<file path="src/rtl/swc_pkg.sv">
// Shared constants and helpers for the switch core read-side scheduler
// and the arbiters that reuse its picker.
package swc_pkg;

  localparam int NPORT = 4;
  localparam int WW    = 4;

  typedef logic [WW-1:0] credit_t;

  localparam logic [1:0] SCH_IDLE = 2'd0;
  localparam logic [1:0] SCH_ARB  = 2'd1;
  localparam logic [1:0] SCH_BUSY = 2'd2;

  function automatic logic [1:0] onehot2idx(input logic [3:0] oh);
    logic [1:0] idx;
    idx = '0;
    for (int i = 0; i < 4; i++) begin
      if (oh[i]) idx = 2'(i);
    end
    return idx;
  endfunction

endpackage

</file>
<file path="src/rtl/switch_out_sched_if.sv">
// Queue-controller and read-sequencer handshake bundle of the output scheduler.
// The scheduler side uses modport master, its environment uses modport slave.
interface switch_out_sched_if;
  import swc_pkg::*;

  logic [NPORT-1:0] ptr_rdy;
  logic [NPORT-1:0] o_cell_bp;
  logic [NPORT-1:0] head_last;
  logic [NPORT-1:0] ptr_ack;
  logic [NPORT-1:0] sel;
  logic [1:0]       sel_idx;
  logic             rd_start;
  logic             rd_done;
  logic             busy;

  modport master (
    input  ptr_rdy, o_cell_bp, head_last, rd_done,
    output ptr_ack, sel, sel_idx, rd_start, busy
  );

  modport slave (
    output ptr_rdy, o_cell_bp, head_last, rd_done,
    input  ptr_ack, sel, sel_idx, rd_start, busy
  );

endinterface

</file>
<file path="src/rtl/rr_pick4.sv">
// Combinational 4-way rotating-priority picker: first set bit of elig
// starting at rr_ptr and wrapping modulo 4.
module rr_pick4 (
  input  logic [3:0] elig,
  input  logic [1:0] rr_ptr,
  output logic [3:0] gnt,
  output logic [1:0] gnt_idx
);

  logic [1:0] pos;

  // Scan from the farthest offset back to rr_ptr so the nearest hit wins.
  always_comb begin
    gnt     = '0;
    gnt_idx = '0;
    pos     = '0;
    for (int k = 3; k >= 0; k--) begin
      pos = rr_ptr + 2'(k);
      if (elig[pos]) begin
        gnt     = 4'b0001 << pos;
        gnt_idx = pos;
      end
    end
  end

endmodule

</file>
<file path="src/rtl/switch_out_sched.sv">
// Weighted round-robin output scheduler: grants one queue head per cell read
// and holds the selection until the read sequencer reports completion.
module switch_out_sched
  import swc_pkg::*;
#(
  parameter int CHARGE_PER_FRAME = 0
) (
  input  logic                clk,
  input  logic                rstn,
  switch_out_sched_if.master  bus,
  input  logic [NPORT*WW-1:0] cfg_weight,
  input  logic                cfg_load
);

  logic [1:0]       state_q, state_d;
  logic [NPORT-1:0] req_q, req_d;
  logic [1:0]       rr_ptr_q, rr_ptr_d;
  credit_t          weight_q [NPORT];
  credit_t          weight_d [NPORT];
  credit_t          credit_q [NPORT];
  credit_t          credit_d [NPORT];
  credit_t          reload_w [NPORT];
  logic [NPORT-1:0] ptr_ack_q, ptr_ack_d;
  logic [NPORT-1:0] sel_q, sel_d;
  logic [1:0]       sel_idx_q, sel_idx_d;
  logic             rd_start_q, rd_start_d;
  logic             busy_q, busy_d;

  logic [NPORT-1:0] req, has_credit, elig, gnt;
  logic [1:0]       gnt_idx;
  logic             reload, charge;

  assign req = bus.ptr_rdy & ~bus.o_cell_bp;

  // A reload coinciding with cfg_load must see the freshly written weights.
  always_comb begin
    for (int i = 0; i < NPORT; i++) begin
      weight_d[i]   = cfg_load ? cfg_weight[i*WW +: WW] : weight_q[i];
      reload_w[i]   = (weight_d[i] == '0) ? credit_t'(1) : weight_d[i];
      has_credit[i] = (credit_q[i] != '0);
    end
  end

  assign reload = ((req_q & has_credit) == '0);
  assign elig   = reload ? req_q : (req_q & has_credit);
  assign charge = (CHARGE_PER_FRAME == 0) || bus.head_last[gnt_idx];

  rr_pick4 u_pick (
    .elig    (elig),
    .rr_ptr  (rr_ptr_q),
    .gnt     (gnt),
    .gnt_idx (gnt_idx)
  );

  always_comb begin
    state_d    = state_q;
    req_d      = req_q;
    rr_ptr_d   = rr_ptr_q;
    credit_d   = credit_q;
    ptr_ack_d  = '0;
    rd_start_d = 1'b0;
    sel_d      = sel_q;
    sel_idx_d  = sel_idx_q;
    busy_d     = busy_q;
    case (state_q)
      SCH_IDLE: begin
        if (req != '0) begin
          req_d   = req;
          state_d = SCH_ARB;
        end
      end
      SCH_ARB: begin
        if (reload) begin
          for (int i = 0; i < NPORT; i++) credit_d[i] = reload_w[i];
        end
        // Charging saturates at zero; an empty port is still served via reload.
        if (charge && credit_d[gnt_idx] != '0) begin
          credit_d[gnt_idx] = credit_d[gnt_idx] - credit_t'(1);
        end
        ptr_ack_d  = gnt;
        rd_start_d = 1'b1;
        sel_d      = gnt;
        sel_idx_d  = gnt_idx;
        busy_d     = 1'b1;
        rr_ptr_d   = gnt_idx + 2'd1;
        state_d    = SCH_BUSY;
      end
      SCH_BUSY: begin
        if (bus.rd_done) begin
          busy_d    = 1'b0;
          sel_d     = '0;
          sel_idx_d = '0;
          state_d   = SCH_IDLE;
        end
      end
      default: state_d = SCH_IDLE;
    endcase
  end

  always_ff @(posedge clk or negedge rstn) begin
    if (!rstn) begin
      state_q    <= SCH_IDLE;
      req_q      <= '0;
      rr_ptr_q   <= '0;
      ptr_ack_q  <= '0;
      sel_q      <= '0;
      sel_idx_q  <= '0;
      rd_start_q <= 1'b0;
      busy_q     <= 1'b0;
      for (int i = 0; i < NPORT; i++) begin
        weight_q[i] <= credit_t'(1);
        credit_q[i] <= credit_t'(1);
      end
    end else begin
      state_q    <= state_d;
      req_q      <= req_d;
      rr_ptr_q   <= rr_ptr_d;
      ptr_ack_q  <= ptr_ack_d;
      sel_q      <= sel_d;
      sel_idx_q  <= sel_idx_d;
      rd_start_q <= rd_start_d;
      busy_q     <= busy_d;
      weight_q   <= weight_d;
      credit_q   <= credit_d;
    end
  end

  assign bus.ptr_ack  = ptr_ack_q;
  assign bus.sel      = sel_q;
  assign bus.sel_idx  = sel_idx_q;
  assign bus.rd_start = rd_start_q;
  assign bus.busy     = busy_q;

endmodule
</file>
<file path="src/flat_wrapper.sv">
// flat-port wrapper written by rule: the top's interface ports become plain ports
module switch_out_sched_flat import swc_pkg::*;
#(
  parameter int CHARGE_PER_FRAME = 0
)
  (clk, rstn, cfg_weight, cfg_load, bus_ptr_rdy, bus_o_cell_bp, bus_head_last, bus_rd_done, bus_ptr_ack, bus_sel, bus_sel_idx, bus_rd_start, bus_busy);
  switch_out_sched_if bus_i ();
  input  logic clk;
  input  logic rstn;
  input  logic [NPORT*WW-1:0] cfg_weight;
  input  logic cfg_load;
  input wire logic [$bits(bus_i.ptr_rdy)-1:0] bus_ptr_rdy;
  input wire logic [$bits(bus_i.o_cell_bp)-1:0] bus_o_cell_bp;
  input wire logic [$bits(bus_i.head_last)-1:0] bus_head_last;
  input wire logic [$bits(bus_i.rd_done)-1:0] bus_rd_done;
  output wire logic [$bits(bus_i.ptr_ack)-1:0] bus_ptr_ack;
  output wire logic [$bits(bus_i.sel)-1:0] bus_sel;
  output wire logic [$bits(bus_i.sel_idx)-1:0] bus_sel_idx;
  output wire logic [$bits(bus_i.rd_start)-1:0] bus_rd_start;
  output wire logic [$bits(bus_i.busy)-1:0] bus_busy;
  assign bus_i.ptr_rdy = bus_ptr_rdy;
  assign bus_i.o_cell_bp = bus_o_cell_bp;
  assign bus_i.head_last = bus_head_last;
  assign bus_i.rd_done = bus_rd_done;
  assign bus_ptr_ack = bus_i.ptr_ack;
  assign bus_sel = bus_i.sel;
  assign bus_sel_idx = bus_i.sel_idx;
  assign bus_rd_start = bus_i.rd_start;
  assign bus_busy = bus_i.busy;
  switch_out_sched #(.CHARGE_PER_FRAME(CHARGE_PER_FRAME)) u_core (.clk(clk), .rstn(rstn), .bus(bus_i), .cfg_weight(cfg_weight), .cfg_load(cfg_load));
endmodule
</file>
<file path="config.mk">
export PLATFORM = sky130hd
export DESIGN_NAME = switch_out_sched_flat
export DESIGN_NICKNAME = d
export VERILOG_FILES = /design/src/rtl/swc_pkg.sv /design/src/rtl/switch_out_sched_if.sv /design/src/rtl/rr_pick4.sv /design/src/rtl/switch_out_sched.sv /design/src/flat_wrapper.sv
export SDC_FILE = /design/constraint.sdc
export NUM_CORES = 1
export LEC_CHECK = 0
export CAP_MARGIN = 20
export CORE_ASPECT_RATIO = 1.75
export CORE_UTILIZATION = 54
export DETAILED_ROUTE_END_ITERATION = 10
export GPL_TIMING_DRIVEN = 1
export PLACE_DENSITY = 0.87
export SYNTH_ARGS = -nofsm -noshare
export SYNTH_HDL_FRONTEND = slang
export SYNTH_SLANG_ARGS = --single-unit
</file>
<file path="constraint.sdc">
create_clock -name clk -period 4.9 [get_ports clk]
set_clock_uncertainty 0.1 [all_clocks]
set_input_delay 0.735 -clock clk [delete_from_list [all_inputs] [get_ports clk]]
set_output_delay 0.735 -clock clk [all_outputs]
set_load 0.01 [all_outputs]
</file>
==> summary.log, run 1 <==
[timing] Relative slew margins 55.79%
[logic_synthesis] leading area contributor after synthesis sky130_fd_sc_hd__dfrtp_1
[cts] clk_lat worst skew 0.33 ns
[cts] Clock Path Buffers 2
[cts] clock net sink count 52
[setup_path] startpoint-to-endpoint class of the critical path reg -> reg
[setup_path] crit-path max FO 9
[logic_synthesis] fraction of synthesized area in multiplexers 14.87%
[cells_and_area] area of the multi-input gates 1851 um2
[cts] clock-pin slew of the registers on the worst-case setup and hold paths 0.10 ns
[cts] quantity of gates resized following cts 0
[timing] highest attainable clock frequency 219.1 MHz
[worst_hold_path] Hold Path Sink u_core.bus.sel_idx[1]
[global_routing] maximum number of pins on one net before global-route repair 53
[setup_path] peak per-stage delay on the critical path 0.54 ns
[run] maximum capacitance violations 0
[cts] hold-fix buffer count after cts 0
[logic_synthesis] most used standard cells in the synthesized netlist 44 x sky130_fd_sc_hd__dfrtp_1, 37 x sky130_fd_sc_hd__nor2_1, 30 x sky130_fd_sc_hd__mux2i_1, 23 x sky130_fd_sc_hd__a21oi_1, 23 x sky130_fd_sc_hd__inv_1
[global_routing] number of global-route vias before repair 2979
[worst_hold_path] cell depth of the worst min-delay path 2
[logic_synthesis] most common flop cell mapped by yosys sky130_fd_sc_hd__dfrtp_1
[cells_and_area] layout net count 414
[cells_and_area] count of placed standard cells in the final layout, fillers left out 452
[timing] transition time at the pin with the least slew margin 0.6632 ns
[cts] CTS tree yes
[logic_synthesis] FFs w/ async S/R, synth 100.0%
[cells_and_area] FF+latch area 1311 um2
[run_status] outcome complete, no violations
[logic_synthesis] main combinational cell family by area after synthesis compound AO/OA/AOI/OAI gates
[global_routing] global-route wire length before repair 13.75 mm
[cells_and_area] Ant. Diodes 0
[placed_design] port bufs 39
[logic_synthesis] count of synthesis-stage warnings from yosys 0
[setup_path] Critical Path End Type flip-flop
[cts] root buf cell sky130_fd_sc_hd__clkbuf_8
[die] die footprint 6406 um2
[setup_path] Worst path slowest cell sky130_fd_sc_hd__o41a_1
[global_routing] antenna violations before repair 0
[timing] setup-violating endpoint count in the final report 0
[cts] H-tree depth 2
[cts] Post-CTS Setup Inserts 0
[logic_synthesis] number of enable flip-flop cells after synthesis 0
[setup_path] critical path launch point type flip-flop
[placed_design] worst-case setup slack after placement 0.4206 ns
[drt] wire length reported by the detailed router 8.452 mm
[setup_path] R2R Setup Slk 0.34 ns
[drt] first-iteration detailed-routing DRC count 151
[logic_synthesis] adder and majority cell fraction of the synthesized area 3.431%
[drt] total number of vias 2855
[drt] Post-DRT Antenna Nets 0
[setup_path] Reg2Reg Capture Point u_core.credit_q[14]
[cells_and_area] share of the core filled with cells in the final layout 66.31%
[die] Die Y-Extent 105.1 um
[logic_synthesis] xor-xnor portion of the synthesized cell area 0%
[global_routing] Overflow after GRT 0
[cells_and_area] # fillers 476
[setup_path] cell family with most CP delay compound AO/OA/AOI/OAI gates
[setup_path] worst reg-to-reg path cell count 14
[logic_synthesis] flip-flop and latch count after synthesis 52
[timing] final worst slack 0.3362 ns
[timing] aggregate negative setup slack 0 ns
[logic_synthesis] library cells used by synthesis 53
[drt] DR vias/cell 6.316
[drt] mean routed wirelength per cell 18.70 um
[die] cell row count 37
[drt] DRC violation count after routing 0
[placed_design] placed insts 444
[die] Die W 60.93 um
[placed_design] HPWL after detailed placement 6.277 mm
[logic_synthesis] area of the mapped netlist 3282 um2
[timing] fin crit share 93.14%
[setup_path] combined buffer and inverter count along the critical path 1
[logic_synthesis] average instance area after synthesis 10.01 um2
[setup_path] most used cell along the critical path sky130_fd_sc_hd__mux2i_1
[cts] TritonCTS buffer count 5
[worst_hold_path] hold path startpoint u_core.bus.sel_idx[1]
[die] initial cell density of the core 55.82%
[setup_path] worst-path cell chain o41a_1, o41ai_2, mux2i_1, o32a_1, nand2_2, mux2i_1, mux2i_1, ha_1, inv_1, a21oi_1, a22oi_2, o21ai_1, and3_1, a211oi_1
[drt] DRT Pass-1 Iters 4
[logic_synthesis] top cells by area, synth sky130_fd_sc_hd__dfrtp_1 34%, sky130_fd_sc_hd__mux2i_1 9.1%, sky130_fd_sc_hd__dfstp_2 6.4%, sky130_fd_sc_hd__nor2_1 4.2%, sky130_fd_sc_hd__a21oi_1 3.5%
[logic_synthesis] register area share after synthesis 39.95%
[timing] number of hold-slack violations in the final timing report 0
[global_routing] total routing usage reported by global routing 28.93%
[logic_synthesis] Synth Area in Simple Gates 11.32%
[logic_synthesis] area fraction in compound gates after synthesis 26.42%
[setup_path] data required time at the worst endpoint 5.04 ns
[timing] number of pins exceeding their max-slew limit in the final report 0
[logic_synthesis] post-synthesis cell count 328
[die] number of ports placed on the die boundary 44
[logic_synthesis] top cell type's share of synthesized area 33.55%
[placed_design] weighted congestion at the end of routability-driven global placement 0.9440
[logic_synthesis] Post-Syn Nets 369
[logic_synthesis] most repeated cell in the gate-level netlist after synthesis sky130_fd_sc_hd__dfrtp_1
[cells_and_area] area overhead of the layout relative to synthesis 18.80%
[cells_and_area] fraction of layout instances using a drive strength above 1 14.97%
[setup_path] start of the worst register-to-register path u_core.credit_q[5]
[worst_hold_path] HP Class reg -> reg
[die] total core area 5879 um2
[setup_path] worst path arrival time 4.70 ns
[timing] final critical-path required period 4.564 ns
-- per-stage QoR --
| step | cell area (um2) | hold slack, ns |
|---|---|---|
| 6_report | 3899 | 0.3892 |
| 5_1_grt | 3899 | 0.4133 |
| 3_5_place_dp | 3799 | 0.3708 |
| 2_1_floorplan | 3282 | 0.3394 |
| 3_3_place_gp | 3799 | 0.3591 |
| 4_1_cts | 3887 | 0.3941 |
-- worst max-delay path by stage --
stage,start,to,cells after the start
floorplan,cfg_load,u_core.credit_q[9],15
global placement,u_core.credit_q[5],u_core.credit_q[9],14
detailed placement,u_core.credit_q[5],u_core.credit_q[14],14
CTS,u_core.credit_q[5],u_core.credit_q[14],14
global route,u_core.credit_q[5],u_core.credit_q[9],14
finish,u_core.credit_q[5],u_core.credit_q[14],14
-- layout by cell type (no fill, tap or decap), drive strengths merged, types with 2 or more instances in the layout --
| master | count |
|---|---|
| and3 | 5 |
| nand2b | 2 |
| a211oi | 4 |
| a22oi | 6 |
| o21ai | 19 |
| ha | 9 |
| nor2b | 8 |
| o21a | 4 |
| mux2i | 30 |
| nor3 | 6 |
| dfrtp | 44 |
| o41ai | 8 |
| a21oi | 23 |
| o41a | 4 |
| a21o | 4 |
| nand2 | 17 |
| a31oi | 7 |
| dfstp | 8 |
| inv | 24 |
| a221o | 8 |
| clkdlybuf4s50 | 38 |
| a221oi | 3 |
| a22o | 2 |
| o221ai | 2 |
| clkbuf | 6 |
| buf | 11 |
| a41oi | 4 |
| nor2 | 37 |
| mux2 | 10 |
| mux4 | 3 |
| nand4 | 3 |
-- per-layer routing --
metal	GRT usage [%]	vias to the layer above	wire (um)
li1	-	1328	-
met1	29.42	1364	2986
met2	49.45	113	4593
met3	4.703	50	291
met4	22.24	0	580
met5	0	-	0
-- state kept, by name (all words and copies together) (netlist names) --
register / flops
u_core.rr_ptr_q: 2
u_core.req_q: 4
u_core.bus.sel: 4
u_core.state_q: 2
u_core.bus.busy: 1
u_core.credit_q: 16
u_core.bus.ptr_ack: 4
u_core.bus.sel_idx: 2
u_core.weight_q: 16
u_core.bus.rd_start: 1
-- logic make-up after synthesis --
logic type | after synthesis
DFF | 52
muxes | 43
adders and majority gates | 9
and+or+nand+nor | 81
AOI/OAI and AO/OA | 108
buffers and inverters | 35
-- worst min-delay path, stage by stage (launching register included) --
cell,delay (ns)
sky130_fd_sc_hd__dfrtp_1,0.36
sky130_fd_sc_hd__nand2_1,0.05
sky130_fd_sc_hd__o21ai_0,0.06
-- final cells by class --
class / count / area share, %
Multi-Input combinational cell: 241 / 47.46
Clock inverter: 2 / 0.4172
Sequential cell: 52 / 33.63
Timing Repair Buffer: 49 / 11.81
Clock buffer: 6 / 1.861
Tap cell: 78 / 2.503
Inverter: 24 / 2.311
Power of run 1 is left out: the tool's default activity adds up to more than one toggle a clock period on the data nets, which glitch-free logic cannot reach.
==> inputs of run 2 (changes only) <==
REMOVE_ABC_BUFFERS = 1   (was default)
==> run 2 against run 1 <==
  * Critical endpoint unchanged
  * Sequential share of layout area is 0.17 points lower
  * Clock-buffer cell count stayed put
  * Final cell count is 0.66% higher
  * Highest routed layer unchanged
  * Register-to-register slack better by 0.11 ns
  * Critical path depth stayed put
  * Wire length is 4.5% lower
  * Final area is 0.51% higher
  * Sequential cell count stayed put
  * Die area stayed put
==> summary.log, run 2 (synthesis gave the netlist of run 1 again) <==
[run_status] outcome complete, no violations
[drt] mean routed wirelength per cell 17.74 um
[timing] transition time at the pin with the least slew margin 0.5322 ns
[run] maximum capacitance violations 0
[cts] Clock Path Buffers 2
[setup_path] Reg2Reg Capture Point u_core.credit_q[14]
[cells_and_area] largest registers u_core.credit_q x16, u_core.weight_q x16
[timing] Relative slew margins 63.51%
[cts] hold-fix buffer count after cts 0
[setup_path] startpoint-to-endpoint class of the critical path reg -> reg
[drt] DRT Pass-1 Iters 4
[cts] root buf cell sky130_fd_sc_hd__clkbuf_8
[cts] clk_lat worst skew 0.32 ns
[die] initial cell density of the core 55.82%
[setup_path] crit path to u_core.credit_q[14]
[global_routing] total routing usage reported by global routing 28.18%
[cts] Post-CTS Setup Inserts 0
[drt] first-iteration detailed-routing DRC count 168
[die] cell row count 37
[cts] clock-pin slew of the registers on the worst-case setup and hold paths 0.09 ns
[global_routing] maximum number of pins on one net before global-route repair 53
[timing] number of hold-slack violations in the final timing report 0
[cells_and_area] # fillers 489
[die] die footprint 6406 um2
[timing] final hold slack 0.1808 ns
[cts] H-tree depth 2
[worst_hold_path] HP Class in -> async
[cts] clock net sink count 52
[cts] quantity of gates resized following cts 0
[setup_path] crit-path max FO 9
[drt] DRC violation count after routing 0
[cells_and_area] FF+latch area 1311 um2
[drt] Post-DRT Antenna Nets 0
[placed_design] weighted congestion at the end of routability-driven global placement 0.9509
[cells_and_area] layout net count 417
[die] Die Y-Extent 105.1 um
[cells_and_area] fraction of layout instances using a drive strength above 1 15.65%
[timing] unrepaired setup endpoints after global routing no
[global_routing] antenna violations before repair 0
[cts] CTS tree yes
[setup_path] worst reg-to-reg path cell count 14
[cells_and_area] most frequent cells in the layout 44 x sky130_fd_sc_hd__dfrtp_1, 38 x sky130_fd_sc_hd__clkdlybuf4s50_1, 37 x sky130_fd_sc_hd__nor2_1
[setup_path] R2R Setup Slk 0.45 ns
[timing] aggregate negative setup slack 0 ns
[cells_and_area] count of placed standard cells in the final layout, fillers left out 455
[die] total core area 5879 um2
[timing] fin crit share 90.82%
[placed_design] HPWL after detailed placement 6.173 mm
[setup_path] launching element of the worst setup path u_core.credit_q[5]
[die] Die W 60.93 um
[placed_design] placed insts 446
[die] number of ports placed on the die boundary 44
[setup_path] worst path arrival time 4.57 ns
[timing] highest attainable clock frequency 224.7 MHz
[cells_and_area] area of the multi-input gates 1839 um2
[cells_and_area] most common cell after layout, fill and taps aside sky130_fd_sc_hd__dfrtp_1
[timing] number of pins exceeding their max-slew limit in the final report 0
[setup_path] start of the worst register-to-register path u_core.credit_q[5]
[setup_path] data required time at the worst endpoint 5.02 ns
[timing] final critical-path required period 4.450 ns
[placed_design] port bufs 39
[setup_path] Critical Path End Type flip-flop
[cells_and_area] Ant. Diodes 0
[cts] TritonCTS buffer count 5
[drt] total number of vias 2867
[drt] DR vias/cell 6.301
[setup_path] critical path launch point type flip-flop
[drt] wire length reported by the detailed router 8.071 mm
[timing] setup-violating endpoint count in the final report 0
[global_routing] global-route wire length before repair 13.21 mm
[cells_and_area] area overhead of the layout relative to synthesis 19.41%
[global_routing] number of global-route vias before repair 2952
[global_routing] Overflow after GRT 0
[run 2: cell types whose count changed in the layout (fill, tap and decap cells not counted)]
| cell | delta |
|---|---|
| sky130_fd_sc_hd__buf_4 | +2 |
| sky130_fd_sc_hd__buf_12 | +1 |
| sky130_fd_sc_hd__clkinv_2 | +1 |
| sky130_fd_sc_hd__clkinv_4 | -1 |
| sky130_fd_sc_hd__o41ai_2 | +1 |
| sky130_fd_sc_hd__o41ai_4 | -1 |
[run 2: worst min path at each step]
stage / start / endpoint / slack (ns) / cells after the start
after floorplan: rstn / u_core.bus.busy / 0.34 / 0
final: rstn / u_core.state_q[1] / 0.18 / 1
after detailed placement: u_core.bus.sel[1] / u_core.bus.sel[1] / 0.37 / 1
after global placement: u_core.bus.sel[1] / u_core.bus.sel[1] / 0.36 / 1
after CTS: u_core.bus.sel[1] / u_core.bus.sel[1] / 0.39 / 1
after global routing: rstn / u_core.state_q[1] / 0.19 / 1
[run 2: metal layers]
| layer | wire [um] | global-route usage [%] | up-vias |
|---|---|---|---|
| li1 | - | - | 1335 |
| met1 | 2817 | 28.88 | 1374 |
| met2 | 4313 | 47.65 | 111 |
| met3 | 375 | 5.693 | 47 |
| met4 | 563 | 20.78 | 0 |
| met5 | 0 | 0 | - |
[run 2: critical path, cell delays in order, from the launching register on]
cell and delay (ns):
sky130_fd_sc_hd__dfrtp_1 0.45, sky130_fd_sc_hd__o41a_1 0.55, sky130_fd_sc_hd__o41ai_2 0.47, sky130_fd_sc_hd__mux2i_1 0.17, sky130_fd_sc_hd__o32a_1 0.41, sky130_fd_sc_hd__nand2_2 0.23
sky130_fd_sc_hd__mux2i_1 0.30, sky130_fd_sc_hd__mux2i_1 0.17, sky130_fd_sc_hd__ha_1 0.25, sky130_fd_sc_hd__inv_1 0.08, sky130_fd_sc_hd__a21oi_1 0.06, sky130_fd_sc_hd__a22oi_2 0.45
sky130_fd_sc_hd__o21ai_1 0.20, sky130_fd_sc_hd__and3_1 0.22, sky130_fd_sc_hd__a211oi_1 0.24
[run 2: final cells by class]
class / instances / share of cell area, %
tap: 78 / 2.490
multi-input combinational: 241 / 46.93
timing repair buffer: 52 / 12.64
clock buffer: 6 / 1.852
sequential: 52 / 33.46
inverter: 24 / 2.299
clock inverter: 2 / 0.3193
[run 2: per-stage QoR]
step | area [um2] | setup slack (ns) | utilization, %
floorplan | 3241 | 0.8855 | -
global placement | 3814 | 0.5975 | 64.86
detailed placement | 3814 | 0.5500 | 64.86
CTS | 3899 | 0.5374 | 66.31
global route | 3919 | 0.1738 | 66.65
finish | 3919 | 0.4497 | 66.65
Power of run 2 is left out for the same reason.
==> inputs of run 3 (changes only) <==
ABC_AREA = 1   (was default)
PLACE_DENSITY = 0.86   (was 0.87)
RECOVER_POWER = 100   (was default)
==> run 3 against run 2 <==
  * Utilization down 1.7 points
  * Critical path depth up 8
  * The run now ends with capacitance limit left
  * Area after synthesis up 2.7%
  * First-iteration DRC count down 34%
  * Non-clock buffer count down 10
  * Critical path type unchanged
  * Final cell count up 27%
==> summary.log, run 3 <==
[run_status] outcome finished with violations
[run_status] failing checks capacitance limit
[timing] number of hold-slack violations in the final timing report 0
[global_routing] maximum number of pins on one net before global-route repair 53
[setup_path] data required time at the worst endpoint 5.05 ns
[timing] final critical-path required period 4.017 ns
[timing] setup-violating endpoint count in the final report 0
[cts] TritonCTS buffer count 5
[cts] clk_lat worst skew 0.32 ns
[global_routing] antenna violations before repair 0
[timing] highest attainable clock frequency 249.0 MHz
[setup_path] worst path arrival time 4.17 ns
[logic_synthesis] library cells used by synthesis 31
[cells_and_area] layout net count 538
[die] number of ports placed on the die boundary 44
[drt] DR vias/cell 5.146
[worst_hold_path] cell depth of the worst min-delay path 2
[cts] hold-fix buffer count after cts 0
[timing] unrepaired setup endpoints after global routing no
[die] total core area 5972 um2
[logic_synthesis] number of enable flip-flop cells after synthesis 0
[global_routing] Overflow after GRT 0
[drt] DRT Pass-1 Iters 4
[drt] total number of vias 2964
[timing] final worst slack 0.8835 ns
[drt] wire length reported by the detailed router 7.226 mm
[worst_hold_path] Hold Path Sink u_core.bus.busy
[setup_path] peak per-stage delay on the critical path 0.41 ns
[logic_synthesis] post-synthesis cell count 462
[cts] H-tree depth 2
[logic_synthesis] xor-xnor portion of the synthesized cell area 0%
[drt] first-iteration detailed-routing DRC count 111
[setup_path] most used cell along the critical path sky130_fd_sc_hd__nand2_1
[cts] Clock Path Buffers 2
[setup_path] Worst path slowest cell sky130_fd_sc_hd__dfrtp_1
[setup_path] Reg2Reg Capture Point u_core.credit_q[8]
[worst_hold_path] HP Class reg -> reg
[setup_path] crit-path max FO 36
[placed_design] port bufs 39
[cells_and_area] cell area after layout 3876 um2
[drt] DRC violation count after routing 0
[die] Die W 61.74 um
[logic_synthesis] area of the mapped netlist 3372 um2
[logic_synthesis] count of synthesis-stage warnings from yosys 0
[setup_path] startpoint-to-endpoint class of the critical path reg -> reg
[timing] Relative slew margins 0.6974%
[drt] mean routed wirelength per cell 12.55 um
[timing] fin crit share 81.97%
[timing] aggregate negative setup slack 0 ns
[setup_path] start of the worst register-to-register path u_core.credit_q[14]
[cells_and_area] most frequent cells in the layout 150 x sky130_fd_sc_hd__nand2_1, 68 x sky130_fd_sc_hd__inv_1, 45 x sky130_fd_sc_hd__o21ai_0
[logic_synthesis] FFs w/ async S/R, synth 100.0%
[setup_path] R2R Setup Slk 0.88 ns
[setup_path] worst-path cell chain nor2_1, nand2_1, nand2_1, nand2_1, nor2_8, nand2_1, nand3_1, nand3_1, nand2_1, o21ai_0, nand2_1, nand2_4, nand2_1, nand3_1, nand2_1, ha_1, nand3_2, nor2_4, nor2_1, nand2_1, nand3_1, nand2_1
[cells_and_area] most common cell after layout, fill and taps aside sky130_fd_sc_hd__nand2_1
[die] die footprint 6577 um2
[logic_synthesis] most common flop cell mapped by yosys sky130_fd_sc_hd__dfrtp_1
[timing] transition time at the pin with the least slew margin 1.490 ns
[logic_synthesis] fraction of synthesized area in multiplexers 0%
[logic_synthesis] top cell type's share of synthesized area 32.65%
[cts] CTS tree yes
[die] initial cell density of the core 56.46%
[cts] clock-pin slew of the registers on the worst-case setup and hold paths 0.10 ns
[logic_synthesis] most used standard cells in the synthesized netlist 145 x sky130_fd_sc_hd__nand2_1, 68 x sky130_fd_sc_hd__inv_1, 44 x sky130_fd_sc_hd__dfrtp_1, 44 x sky130_fd_sc_hd__o21ai_0, 42 x sky130_fd_sc_hd__nand3_1
[cts] root buf cell sky130_fd_sc_hd__clkbuf_8
[logic_synthesis] leading area contributor after synthesis sky130_fd_sc_hd__dfrtp_1
[placed_design] HPWL after detailed placement 5.484 mm
[setup_path] Critical Path End Type flip-flop
[cells_and_area] fraction of layout instances using a drive strength above 1 11.04%
[run] maximum capacitance violations 1
[setup_path] cell family with most CP delay simple AND/OR/NAND/NOR gates
[die] cell row count 37
[logic_synthesis] register area share after synthesis 38.89%
[timing] number of pins exceeding their max-slew limit in the final report 0
[placed_design] worst-case setup slack after placement 0.8405 ns
[logic_synthesis] flip-flop and latch count after synthesis 52
[global_routing] number of global-route vias before repair 2906
[die] Die Y-Extent 106.5 um
[drt] Post-DRT Antenna Nets 0
[setup_path] worst reg-to-reg path cell count 22
[logic_synthesis] average instance area after synthesis 7.299 um2
[logic_synthesis] area fraction in compound gates after synthesis 9.944%
[cts] quantity of gates resized following cts 0
[logic_synthesis] main combinational cell family by area after synthesis simple AND/OR/NAND/NOR gates
[logic_synthesis] most repeated cell in the gate-level netlist after synthesis sky130_fd_sc_hd__nand2_1
[cells_and_area] Ant. Diodes 0
[worst_hold_path] hold path startpoint u_core.bus.busy
[cells_and_area] share of the core filled with cells in the final layout 64.91%
[cts] Post-CTS Setup Inserts 0
[logic_synthesis] adder and majority cell fraction of the synthesized area 3.340%
[cells_and_area] area overhead of the layout relative to synthesis 14.95%
[setup_path] critical path launch point type flip-flop
[placed_design] Post-Place Cell Area 3786 um2
[logic_synthesis] top cells by area, synth sky130_fd_sc_hd__dfrtp_1 33%, sky130_fd_sc_hd__nand2_1 16%, sky130_fd_sc_hd__inv_1 7.6%, sky130_fd_sc_hd__o21ai_0 6.5%, sky130_fd_sc_hd__dfstp_2 6.2%
[cts] clock net sink count 52
[cells_and_area] largest registers u_core.credit_q x16, u_core.weight_q x16
[global_routing] global-route wire length before repair 12.39 mm
[logic_synthesis] Synth Area in Simple Gates 37.48%
[placed_design] weighted congestion at the end of routability-driven global placement 0.8897
[global_routing] total routing usage reported by global routing 25.05%
[setup_path] combined buffer and inverter count along the critical path 0
==> run 3: cell count changes in the layout (fill, tap and decap cells not counted), moves of 14 or more <==
cell	change
sky130_fd_sc_hd__a21oi_1	-21
sky130_fd_sc_hd__nand2_1	+134
sky130_fd_sc_hd__nand2_2	+16
sky130_fd_sc_hd__dlygate4sd3_1	+14
sky130_fd_sc_hd__nor2_1	-14
sky130_fd_sc_hd__inv_1	+45
sky130_fd_sc_hd__clkdlybuf4s50_1	-14
sky130_fd_sc_hd__o21ai_0	+32
sky130_fd_sc_hd__nand3_1	+41
sky130_fd_sc_hd__mux2i_1	-30
==> run 3: worst max-delay path by stage <==
stage,start,to,cells after the start
2_1_floorplan,u_core.credit_q[2],u_core.credit_q[13],22
3_3_place_gp,cfg_load,u_core.credit_q[11],18
3_5_place_dp,cfg_load,u_core.credit_q[15],18
4_1_cts,cfg_load,u_core.credit_q[7],18
5_1_grt,u_core.credit_q[14],u_core.credit_q[8],22
6_report,u_core.credit_q[14],u_core.credit_q[8],22
==> run 3: cells by family (layout without fill, tap and decap cells) <==
family / after synthesis / after routing
AO/OA/AOI/OAI: 57 / 57
adder cells (fa/ha/maj): 9 / 9
buffers and inverters: 84 / 120
flip-flops: 52 / 52
AND/OR/NAND/NOR: 260 / 260
==> run 3: worst reg2reg max path: stages, from the launching register on <==
cell,delay (ns)
sky130_fd_sc_hd__dfrtp_1,0.41
sky130_fd_sc_hd__nor2_1,0.11
sky130_fd_sc_hd__nand2_1,0.13
sky130_fd_sc_hd__nand2_1,0.14
sky130_fd_sc_hd__nand2_1,0.13
sky130_fd_sc_hd__nor2_8,0.37
sky130_fd_sc_hd__nand2_1,0.18
sky130_fd_sc_hd__nand3_1,0.15
sky130_fd_sc_hd__nand3_1,0.12
sky130_fd_sc_hd__nand2_1,0.19
sky130_fd_sc_hd__o21ai_0,0.14
sky130_fd_sc_hd__nand2_1,0.32
sky130_fd_sc_hd__nand2_4,0.20
sky130_fd_sc_hd__nand2_1,0.11
sky130_fd_sc_hd__nand3_1,0.07
sky130_fd_sc_hd__nand2_1,0.11
sky130_fd_sc_hd__ha_1,0.27
sky130_fd_sc_hd__nand3_2,0.19
sky130_fd_sc_hd__nor2_4,0.19
sky130_fd_sc_hd__nor2_1,0.09
sky130_fd_sc_hd__nand2_1,0.06
sky130_fd_sc_hd__nand3_1,0.07
sky130_fd_sc_hd__nand2_1,0.11
==> run 3: routing by layer <==
metal,GRT usage [%],vias to the layer above,part of all wire [%]
met5,0,-,0
met4,14.29,0,4.3
met3,3.893,21,3.7
met2,44.16,71,54
met1,26.55,1346,38
li1,-,1526,-
==> run 3: area by class of cell <==
type	instances	area, um2
fill	524	2096
tap	78	97.59
clock buffer	6	82.58
multi-input combinational	326	1685
sequential	52	1311
clock inverter	2	38.79
inverter	70	265.3
timing repair buffer	42	395.4
==> run 3: stage by stage <==
step                hold slack (ns)  instances
finish                       0.3767        576
global route                 0.4008        576
CTS                          0.3814        575
detailed placement           0.3651        567
global placement             0.3603        567
floorplan                    0.3394        448
Power of run 3 is left out for the same reason.
